## src/rtl/otter_fetch_queue.sv

```systemverilog
// Instruction fetch stage for the pipelined OTTER: owns the fetch PC, issues in-order
// word requests to instruction memory and buffers returned words with their PCs for decode.
module otter_fetch_queue #(
    parameter logic [31:0] RESET_VEC = 32'h0000_0000,
    parameter int          DEPTH     = 4,
    parameter int          MAX_OUT   = 2
) (
    input  logic        CLK,
    input  logic        RESET_N,
    input  logic        REDIRECT,
    input  logic [31:0] REDIRECT_PC,
    output logic        IMEM_REQ,
    output logic [31:0] IMEM_ADDR,
    input  logic        IMEM_GNT,
    input  logic        IMEM_RVALID,
    input  logic [31:0] IMEM_RDATA,
    output logic        ID_VALID,
    output logic [31:0] ID_IR,
    output logic [31:0] ID_PC,
    input  logic        ID_READY
);

    localparam int QW = $clog2(DEPTH);
    localparam int CW = $clog2(DEPTH + 1);
    localparam int OW = $clog2(MAX_OUT + 1);
    localparam int PW = (MAX_OUT > 1) ? $clog2(MAX_OUT) : 1;
    localparam int RW = CW + OW + 1;
    localparam logic [31:0] NOP_IR = 32'h0000_0013;

    logic [31:0]   pc_q, pc_d;
    logic [CW-1:0] cnt_q, cnt_d;
    logic [OW-1:0] out_q, out_d;
    logic [OW-1:0] disc_q, disc_d;
    logic [QW-1:0] head_q, head_d;
    logic [QW-1:0] tail_q, tail_d;
    logic [31:0]   ir_q  [DEPTH];
    logic [31:0]   ir_d  [DEPTH];
    logic [31:0]   qpc_q [DEPTH];
    logic [31:0]   qpc_d [DEPTH];
    logic [31:0]   ppc_q [MAX_OUT];
    logic [31:0]   ppc_d [MAX_OUT];
    logic [PW-1:0] pwr_q, pwr_d;
    logic [PW-1:0] prd_q, prd_d;

    logic [RW-1:0] resv_s;
    logic          req_s;
    logic          gnt_s;
    logic          rsp_s;
    logic          valid_s;
    logic          deq_s;
    logic          enq_s;
    logic          drop_s;
    logic          unused_rpc_s;

    // Pending-PC FIFO pointer advance; MAX_OUT need not be a power of two.
    function automatic logic [PW-1:0] pinc(input logic [PW-1:0] p);
        logic [PW-1:0] r;
        if (p == PW'(MAX_OUT - 1)) begin
            r = {PW{1'b0}};
        end else begin
            r = p + 1'b1;
        end
        return r;
    endfunction

    assign unused_rpc_s = ^REDIRECT_PC[1:0];

    // Request gating and handshake qualifiers; queue space is reserved per in-flight word
    // not destined for the discard path.
    always_comb begin
        resv_s  = RW'(cnt_q) + RW'(out_q) - RW'(disc_q);
        req_s   = RESET_N && !REDIRECT && (out_q < OW'(MAX_OUT)) && (resv_s < RW'(DEPTH));
        gnt_s   = req_s && IMEM_GNT;
        rsp_s   = IMEM_RVALID && (out_q != {OW{1'b0}});
        valid_s = (cnt_q != {CW{1'b0}});
        deq_s   = valid_s && ID_READY && !REDIRECT;
        enq_s   = rsp_s && !REDIRECT && (disc_q == {OW{1'b0}});
        drop_s  = rsp_s && !REDIRECT && (disc_q != {OW{1'b0}});
    end

    // Next-state for fetch PC, counters, pending FIFO and instruction queue.
    always_comb begin
        pc_d   = pc_q;
        cnt_d  = cnt_q;
        disc_d = disc_q;
        head_d = head_q;
        tail_d = tail_q;
        ir_d   = ir_q;
        qpc_d  = qpc_q;
        ppc_d  = ppc_q;
        pwr_d  = pwr_q;
        prd_d  = prd_q;
        out_d  = out_q + OW'(gnt_s) - OW'(rsp_s);

        if (gnt_s) begin
            ppc_d[pwr_q] = pc_q;
            pwr_d        = pinc(pwr_q);
            pc_d         = pc_q + 32'd4;
        end else begin
            pwr_d = pwr_q;
        end

        if (rsp_s) begin
            prd_d = pinc(prd_q);
        end else begin
            prd_d = prd_q;
        end

        if (REDIRECT) begin
            pc_d   = {REDIRECT_PC[31:2], 2'b00};
            cnt_d  = {CW{1'b0}};
            tail_d = head_q;
            disc_d = out_q - OW'(rsp_s);
        end else begin
            if (enq_s) begin
                ir_d[tail_q]  = IMEM_RDATA;
                qpc_d[tail_q] = ppc_q[prd_q];
                tail_d        = tail_q + 1'b1;
            end else begin
                tail_d = tail_q;
            end
            if (drop_s) begin
                disc_d = disc_q - 1'b1;
            end else begin
                disc_d = disc_q;
            end
            if (deq_s) begin
                head_d = head_q + 1'b1;
            end else begin
                head_d = head_q;
            end
            cnt_d = cnt_q + CW'(enq_s) - CW'(deq_s);
        end
    end

    // State registers with asynchronous active-low reset.
    always_ff @(posedge CLK or negedge RESET_N) begin
        if (!RESET_N) begin
            pc_q   <= RESET_VEC;
            cnt_q  <= {CW{1'b0}};
            out_q  <= {OW{1'b0}};
            disc_q <= {OW{1'b0}};
            head_q <= {QW{1'b0}};
            tail_q <= {QW{1'b0}};
            pwr_q  <= {PW{1'b0}};
            prd_q  <= {PW{1'b0}};
            for (int i = 0; i < DEPTH; i++) begin
                ir_q[i]  <= 32'h0000_0000;
                qpc_q[i] <= 32'h0000_0000;
            end
            for (int j = 0; j < MAX_OUT; j++) begin
                ppc_q[j] <= 32'h0000_0000;
            end
        end else begin
            pc_q   <= pc_d;
            cnt_q  <= cnt_d;
            out_q  <= out_d;
            disc_q <= disc_d;
            head_q <= head_d;
            tail_q <= tail_d;
            pwr_q  <= pwr_d;
            prd_q  <= prd_d;
            ir_q   <= ir_d;
            qpc_q  <= qpc_d;
            ppc_q  <= ppc_d;
        end
    end

    assign IMEM_REQ  = req_s;
    assign IMEM_ADDR = pc_q;
    assign ID_VALID  = valid_s;
    assign ID_IR     = valid_s ? ir_q[head_q]  : NOP_IR;
    assign ID_PC     = valid_s ? qpc_q[head_q] : 32'h0000_0000;

endmodule

```

## config.mk

```make
export PLATFORM = sky130hd
export DESIGN_NAME = otter_fetch_queue
export DESIGN_NICKNAME = d
export VERILOG_FILES = /design/src/rtl/otter_fetch_queue.sv
export SDC_FILE = /design/constraint.sdc
export NUM_CORES = 1
export LEC_CHECK = 0
export CORE_ASPECT_RATIO = 1.4
export CORE_UTILIZATION = 45
export CTS_BUF_LIST = sky130_fd_sc_hd__clkbuf_8
export DETAILED_ROUTE_END_ITERATION = 6
export PLACE_DENSITY = 0.65
export REMOVE_ABC_BUFFERS = 1
export SYNTH_ARGS = -nofsm -noshare
export SYNTH_HDL_FRONTEND = slang
export SYNTH_SLANG_ARGS = --single-unit
```

## constraint.sdc

```tcl
create_clock -name CLK -period 8.39 [get_ports CLK]
set_input_delay 2.517 -clock CLK [delete_from_list [all_inputs] [get_ports CLK]]
set_output_delay 2.517 -clock CLK [all_outputs]
set_load 0.01 [all_outputs]
```

==> impl_metrics.env <==
export IMPL_ioPinCount=168
export IMPL_p_seq_share_pct=43.1
export IMPL_clk_pin_slew_ps=60
export IMPL_cts_made_buffers=55
export IMPL_timing_fmax_mhz=149
export IMPL_yosysTopAreaCell="dfrtp_1"
export IMPL_rsz0062_at_grt="no"
export IMPL_nets=1500
export IMPL_cts_root_buf="clkbuf_8"
export IMPL_swShare_pct=31.6
export IMPL_cp_arrival_ps=4180
export IMPL_drive_above_1_share_pct=25.8
export IMPL_min_delay_start="ir_q[60]$_DFFE_PN0P_"
export IMPL_crit_path_start="REDIRECT"
export IMPL_vias_per_cell=5.52
export IMPL_fp_row_count=81
export IMPL_n_fill_cell=3059
export IMPL_ff_latch_area_mm2=0.00879
export IMPL_postCtsHoldBufs=0
export IMPL_design_core_area_mm2=0.0351
export IMPL_hold_viol_final=0
export IMPL_chipWidth_um=162
export IMPL_wire_per_inst_um=19.2
export IMPL_comb_power_share_pct=34.7
export IMPL_grt_pass1_vias=11100
export IMPL_cts_tree="built"
export IMPL_p_sw_uw=2160
export IMPL_ys_ff_latch=351
export IMPL_dp_hpwl_um=22100
export IMPL_clockPowerShare_pct=22.2
export IMPL_mostFrequentLayoutCells="dfrtp_1, mux2_2, clkdlybuf4s50_1"
export IMPL_vias=10600
export IMPL_die_h_um=226
export IMPL_drv_cap=0
export IMPL_worstPathMaxFanout=23
export IMPL_routabilityCongestion=0.804
export IMPL_status="finished, final reports clean"
export IMPL_async_flop_share_pct=100
export IMPL_place_area_mm2=0.0181
export IMPL_clkLatencyLatePin_ps=600
export IMPL_period_needed_ps=6700
export IMPL_multi_input_area_mm2=0.00683
export IMPL_syn2layout_area_growth_pct=20.0
export IMPL_clockBufferDepth=3
export IMPL_synth_avg_cell_area_um2=12.7
export IMPL_grt_overflow=0
export IMPL_finalSetupViolCount=0
export IMPL_syn_area_mm2=0.0161
export IMPL_fin_skew_ps=19.5
export IMPL_die_area_mm2=0.0365
export IMPL_tns_ps=0
export IMPL_htreeDepth=2
export IMPL_synthDistinctLibCells=52
export IMPL_drt_wl_total_um=36800
export IMPL_layout_commonest_cell="dfrtp_1"
export IMPL_powerDensity_mw_per_mm2=355
export IMPL_postCtsResizedCells=0
export IMPL_maxSlewHeadroom_pct=27.9
export IMPL_cp_required_ps=5870
export IMPL_reg2reg_from="out_q[1]$_DFF_PN0_"
export IMPL_netlist_instances=1269
export IMPL_grt_usage_pct=21.1
export IMPL_drtAntennaViolNets=0
export IMPL_netlist_top_cells_area="dfrtp_1, mux2_2, mux4_2"
export IMPL_r2r_worst_path_cells=11
export IMPL_slew_violations=0
export IMPL_drc=0
export IMPL_p_leak_uw=0.00842
export IMPL_fin_crit_sh_pct=79.8
export IMPL_startpoint_type="primary input"
export IMPL_grt_max_degree=93
export IMPL_hold_class="reg -> reg"
export IMPL_crit_type="in -> out"
export IMPL_drt_pass1_iterations=5
export IMPL_fin_area_mm2=0.0193
export IMPL_cts_sinks=351
export IMPL_critPathCaptureType="output port"
export IMPL_initial_core_util_pct=45.8
export IMPL_yosys_warnings=0
export IMPL_ys_seq_area_share_pct=54.7
export IMPL_hold_depth=1
export IMPL_synth_flop_cell="dfrtp_1"
export IMPL_cts_setup_buffers=0
export IMPL_port_buffers=161
export IMPL_antenna_found_initial=1
export IMPL_cellInternalPower_uw=4670
export IMPL_initialDrtViolationCount=722
export IMPL_synth_top_area_share_pct=54.7
export IMPL_synth_enable_flop_cells=0
export IMPL_grt_pass1_wl_um=60100
export IMPL_tightestPinTransition_ps=1080
export IMPL_ir_drop_mv=0.174
metrics by stage:
stage	total power [uW]	std cells	worst slack, ps	utilization, %	hold WS (ps)
2_1_floorplan	4500	1180	1420	-	468
3_3_place_gp	5310	1812	1610	51.5	483
3_5_place_dp	5390	1812	1610	51.5	491
4_1_cts	6940	1915	1680	55.0	505
5_1_grt	7300	1916	1580	55.0	512
6_report	6830	1916	1690	55.0	501
final cells by class:
class,count,area share [%]
repair buffers,176,9.23
flip-flops and latches,351,45.6
clock inverters,25,0.675
inverters,26,0.506
diodes,1,0.0130
well taps,456,2.96
clock buffers,78,5.57
multi-input cells,803,35.4
kinds of logic (layout without fill, tap and decap cells):
| kind of cell | after synthesis | after routing | synth area share (%) |
|---|---|---|---|
| compound gates | 187 | 187 | 7.16 |
| xor+xnor | 11 | 11 | 0.600 |
| fa+ha+maj | 17 | 17 | 1.42 |
| buf+inv | 118 | 305 | 3.15 |
| flops | 351 | 351 | 54.7 |
| mux | 284 | 284 | 24.0 |
| other cells | 1 | 5 | 0.0233 |
| simple gates | 300 | 300 | 8.99 |
flip-flops by register name (all words and copies together) (netlist names):
register,cells
cnt_q,3
disc_q,2
tail_q,2
qpc_q,120
ir_q,128
prd_q,1
ppc_q,60
IMEM_ADDR,30
pwr_q,1
head_q,2
out_q,2
per-layer routing:
layer / GRT usage, % / up-vias / part of all wire, % / wire [um]
met5: 0 / - / 0 / 0
met4: 7.03 / 0 / 2.2 / 825
met3: 2.85 / 54 / 4.4 / 1620
met2: 36.3 / 306 / 50 / 18400
met1: 27.5 / 5342 / 43 / 15900
li1: - / 4866 / - / -
critical path, stage by stage:
cell and delay [ps]:
clkdlybuf4s50_1 850, nor2_1 250, clkdlybuf4s50_1 560
power by group through the flow:
stage          Sequential, uW  Combinational (uW)  Clock [uW]
2_1_floorplan            2810                1700           0
3_3_place_gp             2950                2350           0
3_5_place_dp             2990                2400           0
4_1_cts                  2960                2410        1560
5_1_grt                  3060                2610        1630
6_report                 2950                2370        1520
Yosys cell counts, types with 2 or more instances:
| master | n |
|---|---|
| inv_1 | 26 |
| ha_1 | 15 |
| o311ai_0 | 37 |
| buf_2 | 39 |
| o211ai_1 | 5 |
| o311ai_1 | 2 |
| nand4_1 | 11 |
| xor2_1 | 2 |
| clkbuf_1 | 34 |
| o211a_1 | 2 |
| fa_1 | 2 |
| o311a_1 | 2 |
| or2_2 | 5 |
| xnor2_1 | 9 |
| dfrtp_1 | 351 |
| nor2b_1 | 62 |
| nand3_1 | 13 |
| nor2_1 | 133 |
| a211o_1 | 3 |
| nand2_1 | 47 |
| o21ai_0 | 9 |
| buf_4 | 4 |
| mux4_2 | 62 |
| a21oi_1 | 120 |
| mux2i_1 | 33 |
| nor4_1 | 5 |
| nor3_1 | 5 |
| buf_1 | 15 |
| and3_1 | 5 |
| mux2_2 | 189 |
final timing paths:
check                                        end  slack [ps]
max in group asynchronous  ppc_q[24]$_DFFE_PN0P_        4190
min in group asynchronous  qpc_q[83]$_DFFE_PN0P_        1890
hold / removal              ir_q[60]$_DFFE_PN0P_         500
setup / recovery                        IMEM_REQ        1690
hold reg to reg             ir_q[60]$_DFFE_PN0P_         500
setup reg to reg           ppc_q[55]$_DFFE_PN0P_        3850
Note: power is estimated with default switching activity, not from simulation.
